File: src/rtl/pht_update_scheduler_pkg.sv
// Shared types and constants for the PHT update scheduler slice.
package pht_update_scheduler_pkg;

   localparam int ENTRY_NUM     = 2048;
   localparam int INDEX_WIDTH   = $clog2(ENTRY_NUM);
   localparam int COUNTER_WIDTH = 2;
   localparam int QUEUE_DEPTH   = 4;
   localparam int INIT_VALUE    = 1;
   localparam int QPTR_W        = $clog2(QUEUE_DEPTH);
   localparam int QCNT_W        = QPTR_W + 1;

   typedef logic [INDEX_WIDTH-1:0]   PHT_IndexPath;
   typedef logic [COUNTER_WIDTH-1:0] PHT_CounterPath;
   typedef logic [QPTR_W-1:0]        PHT_QueuePtr;
   typedef logic [QCNT_W-1:0]        PHT_QueueCnt;

   typedef struct packed {
      PHT_IndexPath   index;
      PHT_CounterPath value;
   } PHT_UpdateEntry;

   typedef enum logic {
      PHT_SCHED_INIT,
      PHT_SCHED_RUN
   } PHT_SchedState;

   localparam PHT_CounterPath CTR_MAX = '1;

   // Saturating counter step; never wraps in either direction.
   function automatic PHT_CounterPath pht_step(input PHT_CounterPath c, input logic taken);
      if (taken) return (c == CTR_MAX) ? c : c + PHT_CounterPath'(1);
      else       return (c == '0) ? c : c - PHT_CounterPath'(1);
   endfunction

endpackage

File: src/rtl/pht_update_scheduler_if.sv
// Branch-resolution update channel from the backend to the scheduler.
interface pht_update_scheduler_if;
   import pht_update_scheduler_pkg::*;

   logic           upd_valid;
   PHT_IndexPath   upd_index;
   logic           upd_taken;
   PHT_CounterPath upd_prev_ctr;
   logic           upd_ready;

   modport master (output upd_valid, output upd_index, output upd_taken,
                   output upd_prev_ctr, input upd_ready);
   modport slave  (input upd_valid, input upd_index, input upd_taken,
                   input upd_prev_ctr, output upd_ready);
endinterface

File: src/rtl/pht_update_scheduler_queue.sv
// Small FIFO of pending PHT updates with a parallel index lookup so that a
// new update to an already-queued index can be merged in place.
module pht_update_queue
   import pht_update_scheduler_pkg::*;
(
   input  logic           clk,
   input  logic           rst,
   input  logic           clr_i,
   input  logic           push_i,
   input  PHT_UpdateEntry push_entry_i,
   input  logic           pop_i,
   input  logic           mod_en_i,
   input  PHT_QueuePtr    mod_ptr_i,
   input  PHT_CounterPath mod_value_i,
   input  PHT_IndexPath   cmp_index_i,
   output logic           hit_o,
   output PHT_QueuePtr    hit_ptr_o,
   output PHT_CounterPath hit_value_o,
   output PHT_UpdateEntry head_o,
   output PHT_QueuePtr    head_ptr_o,
   output logic           empty_o,
   output logic           full_o
);

   PHT_UpdateEntry entry_q [QUEUE_DEPTH];
   PHT_QueuePtr    head_q;
   PHT_QueuePtr    tail_q;
   PHT_QueueCnt    cnt_q;
   PHT_QueuePtr    rel;

   assign empty_o    = (cnt_q == '0);
   assign full_o     = (cnt_q == PHT_QueueCnt'(QUEUE_DEPTH));
   assign head_o     = entry_q[head_q];
   assign head_ptr_o = head_q;

   // Compare the incoming index against every live slot; at most one can match.
   always_comb begin
      hit_o       = 1'b0;
      hit_ptr_o   = '0;
      hit_value_o = '0;
      rel         = '0;
      for (int i = 0; i < QUEUE_DEPTH; i++) begin
         rel = PHT_QueuePtr'(i) - head_q;
         if (({1'b0, rel} < cnt_q) && (entry_q[i].index == cmp_index_i)) begin
            hit_o       = 1'b1;
            hit_ptr_o   = PHT_QueuePtr'(i);
            hit_value_o = entry_q[i].value;
         end
      end
   end

   // Pointer and occupancy bookkeeping; clear drops everything at once.
   always_ff @(posedge clk) begin
      if (rst || clr_i) begin
         head_q <= '0;
         tail_q <= '0;
         cnt_q  <= '0;
      end else begin
         if (push_i) tail_q <= tail_q + PHT_QueuePtr'(1);
         if (pop_i)  head_q <= head_q + PHT_QueuePtr'(1);
         case ({push_i, pop_i})
            2'b10:   cnt_q <= cnt_q + PHT_QueueCnt'(1);
            2'b01:   cnt_q <= cnt_q - PHT_QueueCnt'(1);
            default: cnt_q <= cnt_q;
         endcase
      end
   end

   // Slot storage needs no reset; liveness comes from the pointers.
   always_ff @(posedge clk) begin
      if (push_i)   entry_q[tail_q]         <= push_entry_i;
      if (mod_en_i) entry_q[mod_ptr_i].value <= mod_value_i;
   end

endmodule

File: src/rtl/pht_update_scheduler.sv
// Owns the PHT write port: table init, update buffering/merging, and
// arbitration of the port against fetch-side prediction reads.
//
//   state          | meaning
//   PHT_SCHED_INIT | writing INIT_VALUE to every entry, one per cycle
//   PHT_SCHED_RUN  | table valid; draining queued updates vs. fetch reads
module pht_update_scheduler
   import pht_update_scheduler_pkg::*;
(
   input  logic                   clk,
   input  logic                   rst,
   pht_update_scheduler_if.slave  upd,
   input  logic                   flush_req_i,
   input  logic                   pred_rd_req_i,
   output logic                   pred_rd_grant_o,
   output logic                   pht_we_o,
   output PHT_IndexPath           pht_waddr_o,
   output PHT_CounterPath         pht_wdata_o,
   output logic                   init_done_o
);

   PHT_SchedState  state_q;
   PHT_IndexPath   init_idx_q;

   logic           q_hit, q_empty, q_full;
   PHT_QueuePtr    q_hit_ptr, q_head_ptr;
   PHT_CounterPath q_hit_value;
   PHT_UpdateEntry q_head;

   logic           run, ready, accept, wr_sel, deq, bypass, mod_en, push;
   PHT_CounterPath merged_value;
   PHT_UpdateEntry new_entry;

   assign run    = !rst && (state_q == PHT_SCHED_RUN);
   assign ready  = run && !q_full && !flush_req_i;
   assign accept = upd.upd_valid && ready;

   // A full queue takes the port regardless of fetch so updates cannot starve.
   assign wr_sel = !q_empty && (!pred_rd_req_i || q_full);
   assign deq    = run && wr_sel && !flush_req_i;

   assign merged_value = pht_step(q_hit_value, upd.upd_taken);
   assign bypass       = accept && q_hit && deq && (q_hit_ptr == q_head_ptr);
   assign mod_en       = accept && q_hit && !bypass;
   assign push         = accept && !q_hit;
   assign new_entry    = '{index: upd.upd_index,
                           value: pht_step(upd.upd_prev_ctr, upd.upd_taken)};

   assign upd.upd_ready = ready;

   pht_update_queue u_queue (
      .clk          (clk),
      .rst          (rst),
      .clr_i        (flush_req_i),
      .push_i       (push),
      .push_entry_i (new_entry),
      .pop_i        (deq),
      .mod_en_i     (mod_en),
      .mod_ptr_i    (q_hit_ptr),
      .mod_value_i  (merged_value),
      .cmp_index_i  (upd.upd_index),
      .hit_o        (q_hit),
      .hit_ptr_o    (q_hit_ptr),
      .hit_value_o  (q_hit_value),
      .head_o       (q_head),
      .head_ptr_o   (q_head_ptr),
      .empty_o      (q_empty),
      .full_o       (q_full)
   );

   // Sequencing FSM with the init address counter.
   always_ff @(posedge clk) begin
      if (rst) begin
         state_q    <= PHT_SCHED_INIT;
         init_idx_q <= '0;
      end else begin
         case (state_q)
            PHT_SCHED_INIT: begin
               if (flush_req_i) begin
                  init_idx_q <= '0;
               end else if (init_idx_q == PHT_IndexPath'(ENTRY_NUM-1)) begin
                  init_idx_q <= '0;
                  state_q    <= PHT_SCHED_RUN;
               end else begin
                  init_idx_q <= init_idx_q + PHT_IndexPath'(1);
               end
            end
            default: begin
               if (flush_req_i) begin
                  init_idx_q <= '0;
                  state_q    <= PHT_SCHED_INIT;
               end
            end
         endcase
      end
   end

   // Port driver; head data is bypassed with a same-cycle merge into it.
   always_comb begin
      pht_we_o        = 1'b0;
      pht_waddr_o     = '0;
      pht_wdata_o     = '0;
      pred_rd_grant_o = 1'b0;
      init_done_o     = 1'b0;
      if (!rst) begin
         if (state_q == PHT_SCHED_INIT) begin
            pht_we_o    = 1'b1;
            pht_waddr_o = init_idx_q;
            pht_wdata_o = PHT_CounterPath'(INIT_VALUE);
         end else begin
            init_done_o     = 1'b1;
            pred_rd_grant_o = pred_rd_req_i && !wr_sel;
            if (deq) begin
               pht_we_o    = 1'b1;
               pht_waddr_o = q_head.index;
               pht_wdata_o = bypass ? merged_value : q_head.value;
            end
         end
      end
   end

endmodule

File: src/flat_wrapper.sv
// flat-port wrapper written by rule: the top's interface ports become plain ports
module pht_update_scheduler_flat import pht_update_scheduler_pkg::*;
  (clk, rst, flush_req_i, pred_rd_req_i, pred_rd_grant_o, pht_we_o, pht_waddr_o, pht_wdata_o, init_done_o, upd_upd_valid, upd_upd_index, upd_upd_taken, upd_upd_prev_ctr, upd_upd_ready);
  pht_update_scheduler_if upd_i ();
  input  logic clk;
  input  logic rst;
  input  logic flush_req_i;
  input  logic pred_rd_req_i;
  output logic pred_rd_grant_o;
  output logic pht_we_o;
  output PHT_IndexPath pht_waddr_o;
  output PHT_CounterPath pht_wdata_o;
  output logic init_done_o;
  input wire logic [$bits(upd_i.upd_valid)-1:0] upd_upd_valid;
  input wire logic [$bits(upd_i.upd_index)-1:0] upd_upd_index;
  input wire logic [$bits(upd_i.upd_taken)-1:0] upd_upd_taken;
  input wire logic [$bits(upd_i.upd_prev_ctr)-1:0] upd_upd_prev_ctr;
  output wire logic [$bits(upd_i.upd_ready)-1:0] upd_upd_ready;
  assign upd_i.upd_valid = upd_upd_valid;
  assign upd_i.upd_index = upd_upd_index;
  assign upd_i.upd_taken = upd_upd_taken;
  assign upd_i.upd_prev_ctr = upd_upd_prev_ctr;
  assign upd_upd_ready = upd_i.upd_ready;
  pht_update_scheduler u_core (.clk(clk), .rst(rst), .upd(upd_i), .flush_req_i(flush_req_i), .pred_rd_req_i(pred_rd_req_i), .pred_rd_grant_o(pred_rd_grant_o), .pht_we_o(pht_we_o), .pht_waddr_o(pht_waddr_o), .pht_wdata_o(pht_wdata_o), .init_done_o(init_done_o));
endmodule
File: config.mk
export PLATFORM = sky130hd
export DESIGN_NAME = pht_update_scheduler_flat
export DESIGN_NICKNAME = d
export VERILOG_FILES = /design/src/rtl/pht_update_scheduler_pkg.sv /design/src/rtl/pht_update_scheduler_if.sv /design/src/rtl/pht_update_scheduler_queue.sv /design/src/rtl/pht_update_scheduler.sv /design/src/flat_wrapper.sv
export SDC_FILE = /design/constraint.sdc
export NUM_CORES = 1
export LEC_CHECK = 0
export ABC_AREA = 0
export CORE_ASPECT_RATIO = 0.9
export CORE_MARGIN = 2
export CORE_UTILIZATION = 56
export DETAILED_ROUTE_END_ITERATION = 7
export HOLD_SLACK_MARGIN = 0.02
export PLACE_DENSITY_LB_ADDON = 0.25
export SKIP_LAST_GASP = 1
export SYNTH_ARGS = -nofsm -noshare
export SYNTH_HDL_FRONTEND = slang
export SYNTH_HIERARCHICAL = 1
export SYNTH_SLANG_ARGS = --single-unit
File: constraint.sdc
create_clock -name clk -period 7.9 [get_ports clk]
set_input_delay 1.58 -clock clk [delete_from_list [all_inputs] [get_ports clk]]
set_output_delay 1.58 -clock clk [all_outputs]
set_load 0.01 [all_outputs]
==> results <==
- The run finished with clean final reports.
- After synthesis, the cell types taking the most area are sky130_fd_sc_hd__edfxtp_1, sky130_fd_sc_hd__dfxtp_1, sky130_fd_sc_hd__xor2_1.
- The area growth from synthesis to layout is 14.6%.
- The total negative slack is 0 ns.
- Buffers added to address setup during post-CTS repair amount to 0.
- Once placement completed, the tool counted placed cells totaling 486.
- Based on the critical path, the design can be clocked at up to 0.146 GHz.
- Setup repair after global routing left no endpoint under its margin.
- A synthesized cell averages 11.3 um2.
- The number of optimization iterations in the first detailed-route pass is 7.
- The maximum buffer depth of the clock tree is 2.
- The class of the worst hold path is reg2reg.
- The startpoint class of the critical path is an input port.
- The headroom to the max-slew limit is 0.351.
- The final period demand of the worst path is 6.86 ns.
- The number of synthesized flops with an enable pin is 52.
- In this run the most critical hold path is launched from u_core/init_idx_q[1].
- In the routed layout, each cell is associated on average with a via count of 5.92.
- The overall die area is 8130 um2.
- The number of antenna diodes in the final layout is 0.
- The worst hold path passes through 2 cells.
- The fraction of the yosys area taken by sequential cells is 0.477.
- The site row count is 29.
- The later pin in the worst-skew pair is clocked with a latency of 0.35 ns.
- The initial standard-cell utilization of the core is 0.584.
- The total nets after synthesis is 398.
- The area fraction of the dominant cell type after synthesis is 0.376.
- Counting flops with an async set or reset pin after synthesis yields a share of 0.
- The endpoint identified for the worst register-to-register timing path is u_core/u_queue/cnt_q[2].
- The worst setup path is captured at an output port.
- After floorplanning, the core was sized to cover 7110 um2.
- After the first detailed-routing iteration, the DRC count stood at 229.
- The number of non-filler instances in the completed layout is 501.
- The most used flip-flop cell after synthesis is sky130_fd_sc_hd__edfxtp_1.
- After technology mapping, the gate count stands at 368.
- The power per cell area is 154 nW/um2.
- The die is 94.8 um wide.
- The remaining global-route overflow is 0.
- 36 I/O pins were placed.
- The category of the critical setup timing path is in2out.
- The arrival time of data at the critical path endpoint is 5.28 ns.
- Max-cap violations in this run came to 0.
- The hold slack is 0.519 ns.
- The count of final setup violators is 0.
- The start of the worst register-to-register path is u_core/u_queue/head_ptr_o[0].
- In the global route stage, overall resource usage came out at 0.242.
- Dividing the final minimum period by the clock period gives 0.868.
- Measured in cells, the most critical reg-to-reg path has a length of 15.
- The design draws 732 uW.
- The required time at the worst-slack endpoint is 6.32 ns.
- The biggest area consumer among synthesized cells is sky130_fd_sc_hd__edfxtp_1.
- In this run the remaining antenna-violating nets after routing total 0.
- The maximum number of pins on one net before global-route repair is 22.
- The number of hold-slack violations in the final timing report is 0.
- The cell area that synthesis handed to floorplanning was 4160 um2.
- The routed layout has 2,966 vias.
- The DRC violations left is 0.
- Clock tree synthesis selected as its root buffer the cell sky130_fd_sc_hd__clkbuf_8.
- The count of instances resized after the clock tree is built is 0.
- Clock-pin slew was measured on the worst setup and hold paths at 0.07 ns.
- The first-pass GRT wire length is 14.7 mm.
- The max-slew violation count is 0.
- The number of global-route vias before repair is 2,886.
- The number of port buffers is 35.
- Along the worst path, the maximum fanout reaches 8.
- Yosys printed 6 warnings.
- The estimated wirelength of the detail-placed design is 6.81 mm.
- The fraction of final layout cells with drive strength greater than 1 is 0.0956.
- After detailed routing, the average wire length per cell comes to 18.4 um.
- The cell leakage power is 0.00159 uW.
- Routability-driven placement finished with a final weighted congestion of 0.924.
- CTS saw 73 sinks.
- The sink of the worst hold path is u_core/init_idx_q[1].
- Setup slack on the worst reg-to-reg path comes out at 4.32 ns.
- The largest vdd supply drop is 0.130 mV.
- The number of nets at the end of the flow is 434.
- The TritonCTS buffer count is 9.
- The count of hold-fix buffers inserted at cts is 0.
- The CTS tree is built.
- The height of the die is 85.7 um.
- The H-tree depth is 3.
- The initial antenna violation count was 0.
- Counting flops and latches in the post-synthesis netlist gives 73.
- For this block, the routed nets add up to 9.21 mm of wire.
- The count of unique library cells instantiated by Yosys is 54.
- For the pin with the worst max-slew slack, the measured transition is 0.972 ns.
- The clock skew after layout is 0.00625 ns.
[area by class of cell]
class / count / area (um2)
clock buffer: 9 / 124
clock inverter: 6 / 70.1
fill: 582 / 2350
inverter: 18 / 67.6
multi-input combinational: 267 / 2050
sequential: 73 / 1980
tap: 93 / 116
timing repair buffer: 35 / 350
[state kept, by name, summed over array words and instances (netlist names), named ones only]
register and count:
u_core/u_queue/tail_q 2, u_core/u_queue/entry_q 52, u_core/init_idx_q 11, u_core/u_queue/cnt_q 3
u_core/state_q 1, u_core/u_queue/head_ptr_o 2
[power by group]
group          switching (uW)  internal [uW]  leakage (uW)
registers               0.720            409      0.000649
clock network             139            145     0.0000875
logic                    21.3           17.4      0.000852
[through the flow]
| step | area, um2 | setup slack (ns) | util |
|---|---|---|---|
| floorplan | 4160 | 2.55 | - |
| finish | 4760 | 1.04 | 0.669 |
| global route | 4760 | 0.863 | 0.669 |
| global placement | 4570 | 1.23 | 0.642 |
| detailed placement | 4570 | 1.11 | 0.642 |
| CTS | 4760 | 1.10 | 0.669 |
[critical path, cell delays in order]
cell and delay [ns]:
sky130_fd_sc_hd__clkdlybuf4s50_1 0.58, sky130_fd_sc_hd__xor2_1 0.24, sky130_fd_sc_hd__nor4_1 0.35, sky130_fd_sc_hd__o211ai_1 0.17, sky130_fd_sc_hd__or4_4 0.46, sky130_fd_sc_hd__nor4b_4 0.28
sky130_fd_sc_hd__a21o_1 0.19, sky130_fd_sc_hd__nor2_1 0.07, sky130_fd_sc_hd__o21ai_0 0.37, sky130_fd_sc_hd__and4b_1 0.24, sky130_fd_sc_hd__nor3_1 0.16, sky130_fd_sc_hd__clkdlybuf4s50_1 0.58
[cells by family (layout without fill, tap and decap cells)]
group | after synthesis | count (layout) | share of synthesized area
multiplexers | 23 | 23 | 0.0946
adder cells (fa/ha/maj) | 13 | 13 | 0.0397
AND/OR/NAND/NOR | 125 | 125 | 0.163
buffers and inverters | 28 | 68 | 0.0295
XOR/XNOR | 56 | 56 | 0.120
AO/OA/AOI/OAI | 50 | 50 | 0.0768
flip-flops | 73 | 73 | 0.477
[synth_stat cells, types with 5 or more instances]
master and count:
sky130_fd_sc_hd__o21ai_0 8, sky130_fd_sc_hd__nand3_1 11, sky130_fd_sc_hd__xnor2_1 20, sky130_fd_sc_hd__nor3_1 9, sky130_fd_sc_hd__dfxtp_1 21, sky130_fd_sc_hd__nand2_1 24
sky130_fd_sc_hd__inv_1 18, sky130_fd_sc_hd__o21ai_1 5, sky130_fd_sc_hd__a21oi_1 16, sky130_fd_sc_hd__nand4_1 6, sky130_fd_sc_hd__edfxtp_1 52, sky130_fd_sc_hd__mux2i_1 10
sky130_fd_sc_hd__nor2_1 33, sky130_fd_sc_hd__xor2_1 35, sky130_fd_sc_hd__clkbuf_1 5, sky130_fd_sc_hd__mux4_2 13, sky130_fd_sc_hd__nor4_1 6, sky130_fd_sc_hd__ha_1 10
sky130_fd_sc_hd__and2_1 5, sky130_fd_sc_hd__or2_1 6
[cells in the final DEF (no fill, tap or decap), drive strengths merged, types with 11 or more instances in the layout]
master / instances
xnor2: 20
dfxtp: 21
a21oi: 17
inv: 18
edfxtp: 52
mux4: 13
xor2: 36
o21ai: 13
nor2: 33
nand3: 11
clkdlybuf4s50: 35
nand2: 24
[worst max-delay path by stage]
stage,from,to,slack [ns],depth (start not counted)
after CTS,upd_upd_index[10],pht_wdata_o[0],1.10,12
after global routing,upd_upd_index[10],pht_wdata_o[0],0.86,12
after detailed placement,upd_upd_index[10],pht_wdata_o[0],1.11,12
final,upd_upd_index[10],pht_wdata_o[0],1.04,12
after global placement,upd_upd_index[4],pht_wdata_o[0],1.23,12
after floorplan,upd_upd_index[10],pht_wdata_o[0],2.55,10
[metal layers]
layer | vias up | GRT usage | part of all wire
li1 | 1414 | - | -
met1 | 1446 | 0.326 | 0.45
met2 | 94 | 0.398 | 0.48
met3 | 12 | 0.0589 | 0.055
met4 | 0 | 0.0580 | 0.012
met5 | - | 0 | 0
Note: power is estimated with default switching activity, not from simulation.
